`src/rtl/bubsysrom_video_pkg.sv`:
```
// Shared ranges, pattern enum and helpers for the GX400 video timing source.
// Counters, active window, sync windows and BGR555 field offsets.
package bubsysrom_video_pkg;

  localparam logic [8:0] H_MIN = 9'd128;
  localparam logic [8:0] H_MAX = 9'd511;
  localparam logic [8:0] V_MIN = 9'd248;
  localparam logic [8:0] V_MAX = 9'd511;

  localparam logic [8:0] H_ACT_START = 9'd278;
  localparam logic [8:0] H_ACT_END   = 9'd149;
  localparam logic [8:0] V_ACT_START = 9'd272;
  localparam logic [8:0] V_ACT_END   = 9'd495;
  localparam logic [8:0] V_INC_H     = 9'd176;

  localparam logic [8:0] HSYNC_START = 9'd192;
  localparam logic [8:0] HSYNC_END   = 9'd223;
  localparam logic [8:0] VSYNC_START = 9'd504;

  localparam logic [8:0] FE_H = 9'd151;
  localparam logic [8:0] FE_V = 9'd495;

  // x offset for H below the active start: the line is 384 ticks
  // long, so H+384-278 == H+106.
  localparam logic [8:0] H_X_OFS = 9'd106;

  localparam int BGR_R = 0;
  localparam int BGR_G = 5;
  localparam int BGR_B = 10;

  typedef enum logic [1:0] {
    PAT_PALETTE = 2'd0,
    PAT_BARS    = 2'd1,
    PAT_GRAD    = 2'd2,
    PAT_SOLID   = 2'd3
  } pat_sel_e;

  function automatic logic [8:0] h_next(
    input logic [8:0] h
  );
    return (h == H_MAX) ? H_MIN : h + 9'd1;
  endfunction

  function automatic logic [8:0] v_next(
    input logic [8:0] v
  );
    return (v == V_MAX) ? V_MIN : v + 9'd1;
  endfunction

  // H only spans 128..511, so the active line is the
  // union of the two ends of the counter.
  function automatic logic h_act(
    input logic [8:0] h
  );
    return (h >= H_ACT_START) || (h <= H_ACT_END);
  endfunction

  function automatic logic v_act(
    input logic [8:0] v
  );
    return (v >= V_ACT_START) && (v <= V_ACT_END);
  endfunction

  function automatic logic [7:0] pix_x(
    input logic [8:0] h
  );
    return 8'((h >= H_ACT_START) ?
              h - H_ACT_START : h + H_X_OFS);
  endfunction

  function automatic logic [7:0] pix_y(
    input logic [8:0] v
  );
    return 8'(v - V_ACT_START);
  endfunction

endpackage

```
`src/rtl/bubsysrom_video_timing_src_if.sv`:
```
// Palette fetch bus: look-ahead coordinate out, BGR555 data back.
// master = timing source, slave = palette/mixer.
interface bubsysrom_video_timing_src_if;
  logic [7:0]  FETCH_X;
  logic [7:0]  FETCH_Y;
  logic        FETCH_ACTIVE;
  logic [14:0] PIXELDATA;

  modport master (
    output FETCH_X,
    output FETCH_Y,
    output FETCH_ACTIVE,
    input  PIXELDATA
  );

  modport slave (
    input  FETCH_X,
    input  FETCH_Y,
    input  FETCH_ACTIVE,
    output PIXELDATA
  );
endinterface

```
`src/rtl/bubsysrom_testpattern.sv`:
```
// Combinational test-pattern mux: x/y (upper 5 bits), select -> BGR555.
// In: i_SEL, i_X5, i_Y5, i_PIXELDATA, i_SOLID_COLOR. Out: o_BGR.
module bubsysrom_testpattern
  import bubsysrom_video_pkg::*;
(
  input  pat_sel_e    i_SEL,
  input  logic [4:0]  i_X5,
  input  logic [4:0]  i_Y5,
  input  logic [14:0] i_PIXELDATA,
  input  logic [14:0] i_SOLID_COLOR,
  output logic [14:0] o_BGR
);

  logic [2:0] w_bar;
  assign w_bar = i_X5[4:2];

  always_comb begin
    o_BGR = '0;
    unique case (i_SEL)
      PAT_PALETTE: o_BGR = i_PIXELDATA;
      PAT_BARS: begin
        o_BGR[BGR_R +: 5] = {5{w_bar[0]}};
        o_BGR[BGR_G +: 5] = {5{w_bar[1]}};
        o_BGR[BGR_B +: 5] = {5{w_bar[2]}};
      end
      PAT_GRAD: begin
        o_BGR[BGR_R +: 5] = i_X5;
        o_BGR[BGR_G +: 5] = i_Y5;
        o_BGR[BGR_B +: 5] = i_X5 ^ i_Y5;
      end
      PAT_SOLID: o_BGR = i_SOLID_COLOR;
    endcase
  end

endmodule

```
`src/rtl/bubsysrom_video_timing_src.sv`:
```
// GX400 video transmit timing: H/V counters, blank, sync, BGR555 word.
// Clk/reset/pixel-enable, pattern controls, fetch bus, video outputs.
module bubsysrom_video_timing_src
  import bubsysrom_video_pkg::*;
(
  input  logic        i_EMU_MCLK,
  input  logic        i_EMU_INITRST_n,
  input  logic        i_EMU_CLK6MPCEN_n,
  input  logic [1:0]  i_PATTERN_SEL,
  input  logic [14:0] i_SOLID_COLOR,
  bubsysrom_video_timing_src_if.master fetch_if,
  output logic [8:0]  o_HCOUNTER,
  output logic [8:0]  o_VCOUNTER,
  output logic        o_HBLANK_n,
  output logic        o_VBLANK_n,
  output logic        o_HSYNC_n,
  output logic        o_VSYNC_n,
  output logic [15:0] o_VIDEODATA,
  output logic        o_FRAMEEND,
  output logic [15:0] o_FRAMECNT
);

  logic [8:0]  r_h, r_v;
  logic        r_hb_n, r_vb_n, r_hs_n, r_vs_n;
  logic [15:0] r_vid;
  logic [7:0]  r_fx, r_fy;
  logic        r_fa, r_fe;
  logic [15:0] r_fcnt;

  logic        w_tick;
  logic [8:0]  w_h1, w_v1, w_h2, w_v2;
  logic        w_act, w_fe;
  logic [4:0]  w_x5, w_y5;
  logic [14:0] w_bgr;
  pat_sel_e    w_sel;

  assign w_tick = ~i_EMU_CLK6MPCEN_n;
  assign w_sel  = pat_sel_e'(i_PATTERN_SEL);

  // w_h1/w_v1: lead position, the pixel the outputs show next.
  // w_h2/w_v2: the pixel after that, issued as the fetch so its
  // palette data is back by the tick that displays it.
  always_comb begin
    w_h1 = h_next(r_h);
    w_v1 = (w_h1 == V_INC_H) ? v_next(r_v) : r_v;
    w_h2 = h_next(w_h1);
    w_v2 = (w_h2 == V_INC_H) ? v_next(w_v1) : w_v1;
  end

  assign w_act = h_act(w_h1) && v_act(w_v1);
  assign w_fe  = (w_h1 == FE_H) && (w_v1 == FE_V);
  assign w_x5  = 5'(pix_x(w_h1) >> 3);
  assign w_y5  = 5'(pix_y(w_v1) >> 3);

  bubsysrom_testpattern u_pat (
    .i_SEL        (w_sel),
    .i_X5         (w_x5),
    .i_Y5         (w_y5),
    .i_PIXELDATA  (fetch_if.PIXELDATA),
    .i_SOLID_COLOR(i_SOLID_COLOR),
    .o_BGR        (w_bgr)
  );

  always_ff @(posedge i_EMU_MCLK or negedge i_EMU_INITRST_n) begin
    if (!i_EMU_INITRST_n) begin
      r_h    <= H_MIN;
      r_v    <= V_MIN;
      r_hb_n <= 1'b0;
      r_vb_n <= 1'b0;
      r_hs_n <= 1'b1;
      r_vs_n <= 1'b1;
      r_vid  <= '0;
      r_fx   <= '0;
      r_fy   <= '0;
      r_fa   <= 1'b0;
      r_fe   <= 1'b0;
      r_fcnt <= '0;
    end else begin
      r_fe <= w_tick && w_fe;
      if (w_tick) begin
        r_h    <= w_h1;
        r_v    <= w_v1;
        r_hb_n <= h_act(w_h1);
        r_vb_n <= v_act(w_v1);
        r_hs_n <= !((w_h1 >= HSYNC_START) &&
                    (w_h1 <= HSYNC_END));
        // vsync window runs to the top of the counter
        r_vs_n <= !(w_v1 >= VSYNC_START);
        r_vid  <= w_act ? {1'b0, w_bgr} : 16'd0;
        r_fx   <= pix_x(w_h2);
        r_fy   <= pix_y(w_v2);
        r_fa   <= h_act(w_h2) && v_act(w_v2);
        if (w_fe) r_fcnt <= r_fcnt + 16'd1;
      end
    end
  end

  assign o_HCOUNTER            = r_h;
  assign o_VCOUNTER            = r_v;
  assign o_HBLANK_n            = r_hb_n;
  assign o_VBLANK_n            = r_vb_n;
  assign o_HSYNC_n             = r_hs_n;
  assign o_VSYNC_n             = r_vs_n;
  assign o_VIDEODATA           = r_vid;
  assign o_FRAMEEND            = r_fe;
  assign o_FRAMECNT            = r_fcnt;
  assign fetch_if.FETCH_X      = r_fx;
  assign fetch_if.FETCH_Y      = r_fy;
  assign fetch_if.FETCH_ACTIVE = r_fa;

endmodule

```
`src/flat_wrapper.sv`:
```
// flat-port wrapper written by rule: the top's interface ports become plain ports
module bubsysrom_video_timing_src_flat import bubsysrom_video_pkg::*;
  (i_EMU_MCLK, i_EMU_INITRST_n, i_EMU_CLK6MPCEN_n, i_PATTERN_SEL, i_SOLID_COLOR, o_HCOUNTER, o_VCOUNTER, o_HBLANK_n, o_VBLANK_n, o_HSYNC_n, o_VSYNC_n, o_VIDEODATA, o_FRAMEEND, o_FRAMECNT, fetch_if_FETCH_X, fetch_if_FETCH_Y, fetch_if_FETCH_ACTIVE, fetch_if_PIXELDATA);
  bubsysrom_video_timing_src_if fetch_if_i ();
  input  logic i_EMU_MCLK;
  input  logic i_EMU_INITRST_n;
  input  logic i_EMU_CLK6MPCEN_n;
  input  logic [1:0] i_PATTERN_SEL;
  input  logic [14:0] i_SOLID_COLOR;
  output logic [8:0] o_HCOUNTER;
  output logic [8:0] o_VCOUNTER;
  output logic o_HBLANK_n;
  output logic o_VBLANK_n;
  output logic o_HSYNC_n;
  output logic o_VSYNC_n;
  output logic [15:0] o_VIDEODATA;
  output logic o_FRAMEEND;
  output logic [15:0] o_FRAMECNT;
  output wire logic [$bits(fetch_if_i.FETCH_X)-1:0] fetch_if_FETCH_X;
  output wire logic [$bits(fetch_if_i.FETCH_Y)-1:0] fetch_if_FETCH_Y;
  output wire logic [$bits(fetch_if_i.FETCH_ACTIVE)-1:0] fetch_if_FETCH_ACTIVE;
  input wire logic [$bits(fetch_if_i.PIXELDATA)-1:0] fetch_if_PIXELDATA;
  assign fetch_if_FETCH_X = fetch_if_i.FETCH_X;
  assign fetch_if_FETCH_Y = fetch_if_i.FETCH_Y;
  assign fetch_if_FETCH_ACTIVE = fetch_if_i.FETCH_ACTIVE;
  assign fetch_if_i.PIXELDATA = fetch_if_PIXELDATA;
  bubsysrom_video_timing_src u_core (.i_EMU_MCLK(i_EMU_MCLK), .i_EMU_INITRST_n(i_EMU_INITRST_n), .i_EMU_CLK6MPCEN_n(i_EMU_CLK6MPCEN_n), .i_PATTERN_SEL(i_PATTERN_SEL), .i_SOLID_COLOR(i_SOLID_COLOR), .fetch_if(fetch_if_i), .o_HCOUNTER(o_HCOUNTER), .o_VCOUNTER(o_VCOUNTER), .o_HBLANK_n(o_HBLANK_n), .o_VBLANK_n(o_VBLANK_n), .o_HSYNC_n(o_HSYNC_n), .o_VSYNC_n(o_VSYNC_n), .o_VIDEODATA(o_VIDEODATA), .o_FRAMEEND(o_FRAMEEND), .o_FRAMECNT(o_FRAMECNT));
endmodule
```
`config.mk`:
```
export PLATFORM = sky130hd
export DESIGN_NAME = bubsysrom_video_timing_src_flat
export DESIGN_NICKNAME = d
export VERILOG_FILES = /design/src/rtl/bubsysrom_video_pkg.sv /design/src/rtl/bubsysrom_video_timing_src_if.sv /design/src/rtl/bubsysrom_testpattern.sv /design/src/rtl/bubsysrom_video_timing_src.sv /design/src/flat_wrapper.sv
export SDC_FILE = /design/constraint.sdc
export NUM_CORES = 1
export LEC_CHECK = 0
export BUFFER_PORTS_ARGS = -buffer_cell sky130_fd_sc_hd__buf_2
export CAP_MARGIN = 20
export CORE_ASPECT_RATIO = 1.1
export CORE_MARGIN = 2
export CORE_UTILIZATION = 60
export DETAILED_ROUTE_END_ITERATION = 16
export PLACE_DENSITY = 0.94
export RECOVER_POWER = 25
export SLEW_MARGIN = 20
export SYNTH_ARGS = -nofsm -noshare
export SYNTH_HDL_FRONTEND = slang
export SYNTH_SLANG_ARGS = --single-unit
```
`constraint.sdc`:
```
create_clock -name i_EMU_MCLK -period 9.95 [get_ports i_EMU_MCLK]
set_input_delay 0.4975 -clock i_EMU_MCLK [delete_from_list [all_inputs] [get_ports i_EMU_MCLK]]
set_output_delay 0.4975 -clock i_EMU_MCLK [all_outputs]
set_load 0.005 [all_outputs]
```
==> impl_metrics.toml, run 1 <==
[drt]
routedWlPerCell_um = 18.7
first_pass_iters = 5
drt-total-wl_um = 14000
drtIter0Drc = 370
drc_errors = 0
antenna_left = 0
vias = 4800
via_per_inst = 6.43

[status]
status = "complete, but fails checks"
violations = "capacitance limit, slew limit"

[timing]
worst_slew_pin_slew_ns = 3.77
rsz0062_at_grt = "false"
timing_hold_violations_final = 0
fin_tns_setup_ns = 0
clock_skew_ns = 0.0161
period_minus_slack_ns = 6.76
slew_headroom_pct = -151
fmax_mhz = 148
drv_slew = 72
finalSetupViolations = 0
fin_crit_sh_pct = 68.0

[cells_and_area]
multi_input_area_um2 = 3160
syn_to_final_growth_pct = 13.2
fillers = 660
drive_gt1_share_pct = 28.6
fin_nets = 687
final_cells = 747
seq_area_um2 = 1790
design_area_um2 = 5880
antenna_cells = 0

[power_and_ir_drop]
swShare_pct = 41.6
seq_power_share_pct = 34.8
switchingPower_uw = 450
vdd_drop_max_mv = 0.106
p_leak_nw = 2.72
power.internal_uw = 630
pwr-share-clk_pct = 20.8
cellPowerDensity_nw_per_um2 = 184
pwr-share-comb_pct = 44.4

[cts]
post_cts_buffers = 0
cts_tree = "built"
clock_path_buffers = 2
cts_hold_buf = 0
clk_latency_ns = 0.37
cts_buffers = 9
ctsResizeCount = 0
cts.sink_count = 71
clk_pin_slew_worst_paths_ns = 0.09
root_buffer = "clkbuf_8"
h-tree-depth = 3

[placed_design]
dpl-instance-area_um2 = 5700
post-dp-hpwl_um = 10200
port_buffers = 105
post-place-cells = 731
gp_congestion = 0.971

[worst_hold_path]
holdPathStages = 1
worstHoldPathType = "flop to flop"
hold_end = "u_core.o_FRAMECNT[15]"
hp-start = "u_core.o_FRAMECNT[15]"

[setup_path]
crit_family = "simple AND/OR/NAND/NOR gates"
critPathMaxFanout = 22
arrival_ns = 7.05
critPathKind = "flop to flop"
worst_setup_path_end_kind = "flop"
rrSetupSlack_ns = 3.19
critPathBufInv = 1
critPathMaxStageDelay_ns = 0.68
cpMaxStageDelayCell = "nor3_1"
crit_top_cell = "ha_1"
regToRegEndpoint = "u_core.fetch_if.FETCH_ACTIVE"
r2r_cells = 25
worstSetupStartpointType = "flop"
worstPathRequired_ns = 10.24
crit-reg2reg-launch = "u_core.o_HCOUNTER[0]"

[die]
die_x_um = 92.7
dieArea_um2 = 9420
die_height_um = 102
initial_utilization_pct = 61.8
coreArea_um2 = 8410
ios = 107
num_rows = 35

[grt]
grt_max_degree = 72
antenna_found_initial = 0
grt_pass1_vias = 4580
grt_overflow = 0
grt_pass1_wl_um = 22500
grt_util_all_layers_pct = 30.1

[yosys]
netlist_area_um2 = 5190
synth_top_area_cell = "dfrtp_1"
synthesis.instances = 546
synth_async_sr_flop_share_pct = 100
yosysTopAreaCellShare_pct = 30.3
synth-edff-count = 0
ys_types = 77
ys_seq_elements = 71
syn_avg_cell_area_um2 = 9.51
synthTopCellsByCount = "dfrtp_1 (63), nand2_1 (59), nor2_1 (37), o21ai_0 (32), xnor2_1 (26)"
syn_nets = 602
synth_area_leaders = "dfrtp_1 (30%), mux4_2 (6.1%), ha_1 (5.1%), xnor2_1 (4.4%), nand2_1 (4.3%)"
synth_most_common_cell = "dfrtp_1"
yosysSeqAreaShare_pct = 34.4
synthFlopType = "dfrtp_1"
yosysWarnings = 0

[flow_run]
cap_violations = 1
==> worst register-to-register path: cells and delay by family (launching register included) <==
family,cells,cell delay [ns]
mux,1,0.26
flops,1,0.57
compound gates,6,1.07
simple gates,12,2.91
buf+inv,1,0.07
fa+ha+maj,5,1.83
==> how the worst max path moves through the flow <==
stage / slack (ns) / cells past startpoint / from / end
6_report: 3.19 / 25 / u_core.o_HCOUNTER[0] / u_core.fetch_if.FETCH_ACTIVE
3_5_place_dp: 3.33 / 25 / u_core.o_HCOUNTER[0] / u_core.fetch_if.FETCH_ACTIVE
4_1_cts: 3.29 / 25 / u_core.o_HCOUNTER[0] / u_core.fetch_if.FETCH_ACTIVE
5_1_grt: 2.54 / 25 / u_core.o_HCOUNTER[0] / u_core.fetch_if.FETCH_ACTIVE
2_1_floorplan: 4.63 / 28 / u_core.o_HCOUNTER[1] / u_core.fetch_if.FETCH_ACTIVE
3_3_place_gp: 3.73 / 25 / u_core.o_HCOUNTER[0] / u_core.fetch_if.FETCH_ACTIVE
==> layout by cell type, fill, tap and decap left out, drive strengths merged, types with 3 or more instances in the layout <==
cell | Yosys | final
ha | 21 | 21
clkbuf | 12 | 10
mux4 | 14 | 14
and3 | 9 | 9
mux2i | 6 | 6
a21oi | 15 | 15
o21ai | 37 | 37
nor3 | 19 | 19
nor4b | 3 | 3
a211o | 4 | 4
a31oi | 6 | 6
nor2b | 3 | 3
dfrtp | 63 | 63
or3 | 4 | 4
nor2 | 37 | 37
buf | 21 | 106
o21a | 3 | 3
or4 | 4 | 4
o2111ai | 4 | 4
a22o | 17 | 17
and4 | 6 | 6
xnor2 | 27 | 27
nand2b | 3 | 3
nand3 | 18 | 18
and2 | 10 | 10
dfstp | 8 | 8
inv | 20 | 24
xor2 | 13 | 13
o221a | 3 | 3
mux2 | 16 | 16
nand2 | 59 | 59
a21o | 3 | 3
a2111oi | 3 | 3
a211oi | 4 | 4
nand4 | 12 | 12
o211ai | 5 | 5
==> stage by stage <==
stage          hold WS [ns]  util (%)  worst slack (ns)  total power [mW]
6_report              0.471      69.9              3.19              1.08
5_1_grt               0.494      69.9              2.54              1.15
4_1_cts               0.374      70.0              3.29              1.07
3_5_place_dp          0.451      67.8              3.33             0.850
3_3_place_gp          0.446      67.8              3.73             0.832
2_1_floorplan         0.202         -              4.63             0.727
==> power groups by stage <==
stage / sequential, mW / combinational (mW) / clock, mW
after floorplan: 0.357 / 0.370 / 0
after global placement: 0.377 / 0.456 / 0
after detailed placement: 0.379 / 0.471 / 0
after CTS: 0.374 / 0.473 / 0.227
after global routing: 0.383 / 0.525 / 0.240
final: 0.376 / 0.479 / 0.225
==> sequential cells by signal, indices dropped and copies added, names as in the netlist <==
signal	count
u_core.o_VBLANK_n	1
u_core.o_VCOUNTER	9
u_core.fetch_if.FETCH_ACTIVE	1
u_core.o_HCOUNTER	9
u_core.o_HBLANK_n	1
u_core.fetch_if.FETCH_Y	8
u_core.o_FRAMEEND	1
u_core.o_HSYNC_n	1
u_core.o_FRAMECNT	16
u_core.fetch_if.FETCH_X	8
u_core.o_VIDEODATA	15
u_core.o_VSYNC_n	1
==> per-layer routing <==
metal | vias to the layer above | wire, um | GRT usage, %
met3 | 50 | 1170 | 4.99
li1 | 2183 | - | -
met1 | 2291 | 5790 | 41.0
met5 | - | 0 | 0
met2 | 276 | 6590 | 48.4
met4 | 0 | 404 | 12.2
==> kinds of logic (layout without fill, tap and decap cells) <==
family                     count (synthesis)  in the layout  synth area share (%)
and+or+nand+nor                          197            197                  20.2
AOI/OAI and AO/OA                        127            127                  17.6
DFF                                       71             71                  34.4
buffers and inverters                     53            143                  4.84
xor gates and xnor gates                  40             40                  7.03
muxes                                     36             36                  10.8
adders and majority gates                 21             21                  5.06
other                                      1              1                0.0722
==> final cells by class <==
| cell class | instances | area share (%) |
|---|---|---|
| Sequential cell | 71 | 30.4 |
| Timing Repair Buffer | 107 | 9.13 |
| Clock inverter | 7 | 1.04 |
| Inverter | 20 | 1.28 |
| Clock buffer | 9 | 2.11 |
| Tap cell | 111 | 2.36 |
| Multi-Input combinational cell | 422 | 53.7 |
Power figures use the tool's default switching activity.
==> run 2: changes to the inputs <==
--- a/config.mk
+++ b/config.mk
@@ -9,9 +9,9 @@
 export CAP_MARGIN = 20
 export CORE_ASPECT_RATIO = 1.1
 export CORE_MARGIN = 2
-export CORE_UTILIZATION = 60
+export CORE_UTILIZATION = 51
 export DETAILED_ROUTE_END_ITERATION = 16
-export PLACE_DENSITY = 0.94
+export PLACE_DENSITY = 0.86
 export RECOVER_POWER = 25
 export SLEW_MARGIN = 20
 export SYNTH_ARGS = -nofsm -noshare
==> constraint.sdc (replaced) <==
create_clock -name i_EMU_MCLK -period 5.6 [get_ports i_EMU_MCLK]
set_input_delay 0.28 -clock i_EMU_MCLK [delete_from_list [all_inputs] [get_ports i_EMU_MCLK]]
set_output_delay 0.28 -clock i_EMU_MCLK [all_outputs]
set_load 0.005 [all_outputs]
==> impl_metrics.toml, run 2 (same netlist as run 1, synthesis figures left out) <==
[grt]
grt_max_degree = 72
grt_overflow = 0
antenna_found_initial = 0
grt_pass1_wl_um = 23100
grt_pass1_vias = 4663
grt_util_all_layers_pct = 26.8

[placed_design]
post-dp-hpwl_um = 10900
port_buffers = 105
gp_congestion = 0.926
dpl-instance-area_um2 = 5840

[setup_path]
critPathMaxFanout = 9
crit_family = "simple AND/OR/NAND/NOR gates"
worstSetupStartpointType = "flop"
critPathMaxStageDelay_ns = 0.44
cpMaxStageDelayCell = "dfrtp_2"
arrival_ns = 5.42
rrSetupSlack_ns = 0.46
r2r_cells = 26
crit_start = "u_core.o_HCOUNTER[0]"
worstPathRequired_ns = 5.88
worst_setup_path_end_kind = "flop"
crit-reg2reg-launch = "u_core.o_HCOUNTER[0]"
cp.depth = 26
crit_top_cell = "ha_1"
critPathBufInv = 3
critPathKind = "flop to flop"

[drt]
routedWlPerCell_um = 18.8
met2_length_um = 7010
via_per_inst = 6.19
met3_length_um = 894
antenna_left = 0
drt-total-wl_um = 14600
top_layer = "met4"
drtIter0Drc = 323
first_pass_iters = 5
drc_errors = 0
vias = 4810
wl_met1_um = 6200

[timing]
timing_hold_violations_final = 0
slew_headroom_pct = -148
fin_crit_sh_pct = 91.8
period_minus_slack_ns = 5.14
finalSetupViolations = 0
rsz0062_at_grt = "false"
worst_slew_pin_slew_ns = 3.71
fin_tns_setup_ns = 0
clock_skew_ns = 0.0106
fmax_mhz = 195
drv_slew = 72

[power_and_ir_drop]
pwr-share-clk_pct = 22.2
pwr-share-comb_pct = 47.0
seq_power_share_pct = 30.8
cellPowerDensity_nw_per_um2 = 332
vdd_drop_max_mv = 0.166
switchingPower_uw = 799
power.internal_mw = 1.23
swShare_pct = 39.3
p_leak_nw = 2.84

[die]
die_height_um = 110
num_rows = 38
dieArea_um2 = 11000
ios = 107
coreArea_um2 = 9890
die_x_um = 100
initial_utilization_pct = 52.5

[worst_hold_path]
hp-start = "fetch_if_PIXELDATA[6]"
worstHoldPathType = "input pin to flop"
holdPathStages = 3

[cts]
cts_hold_buf = 0
cts_buffers = 9
root_buffer = "clkbuf_8"
cts_tree = "built"
cts.sink_count = 71
h-tree-depth = 3
clk_latency_ns = 0.36
clk_pin_slew_worst_paths_ns = 0.08
clock_path_buffers = 2

[cells_and_area]
largest_register_ffs = 16
mostFrequentLayoutCells = "buf_2 (105), dfrtp_1 (62), nand2_1 (59)"
layout_commonest_cell = "buf_2"
syn_to_final_growth_pct = 17.7
antenna_cells = 0
design_area_um2 = 6120
drive_gt1_share_pct = 32.1
fin_nets = 709

[status]
violations = "capacitance limit, slew limit"
status = "complete, but fails checks"

[flow_run]
cap_violations = 1
## run 2: cell types whose count changed in the layout (fill, tap and decap cells not counted), sizes merged
cell / change
inv: -4
buf: +22
bufinv: +2
clkinvlp: -1
clkinv: +2
## run 2: what timing repair did
item	CTS	global route
endpoints found under the setup margin	0	2
setup buffers	0	5
resized for setup	0	9
## run 2: worst paths after layout
path	to
worst max-delay path	u_core.fetch_if.FETCH_ACTIVE
worst min-delay path	u_core.o_VIDEODATA[6]
worst max register to register	u_core.fetch_if.FETCH_ACTIVE
worst min register to register	u_core.o_VSYNC_n
max in group asynchronous	u_core.o_HCOUNTER[0]
min in group asynchronous	u_core.o_FRAMECNT[9]
## run 2: worst min-delay path: stages
cell and delay, ns:
buf_2 0.07, mux4_2 0.21, a22o_1 0.11
## run 2: metrics by stage
stage               hold WS (ns)  total power, mW  setup slack [ns]  std cells  utilization, %
CTS                        0.173             2.02             0.109        772            61.1
global placement           0.456             1.54             0.436        757            59.0
floorplan                -0.0156             1.29             0.284        546               -
global route               0.352             2.16            0.0224        777            61.8
detailed placement         0.460             1.56             0.176        757            59.0
finish                     0.346             2.03             0.460        777            61.8
## run 2: layer usage
metal,vias to the layer above,track usage (%)
met2,215,44.6
met5,-,0
met3,35,3.31
met1,2334,34.6
li1,2226,-
met4,0,13.4
## run 2: area by class of cell
type	count	area (um2)
Clock buffer	9	124
Clock inverter	6	86.3
Fill cell	886	3770
Inverter	20	75.1
Multi-Input combinational cell	422	3190
Sequential cell	71	1790
Tap cell	120	150
Timing Repair Buffer	129	702
## run 2: power groups by stage
| stage | clock, mW | combinational, mW | sequential, mW |
|---|---|---|---|
| 3_3_place_gp | 0 | 0.910 | 0.633 |
| 6_report | 0.452 | 0.954 | 0.626 |
| 2_1_floorplan | 0 | 0.657 | 0.635 |
| 5_1_grt | 0.479 | 1.05 | 0.634 |
| 4_1_cts | 0.458 | 0.931 | 0.627 |
| 3_5_place_dp | 0 | 0.928 | 0.636 |
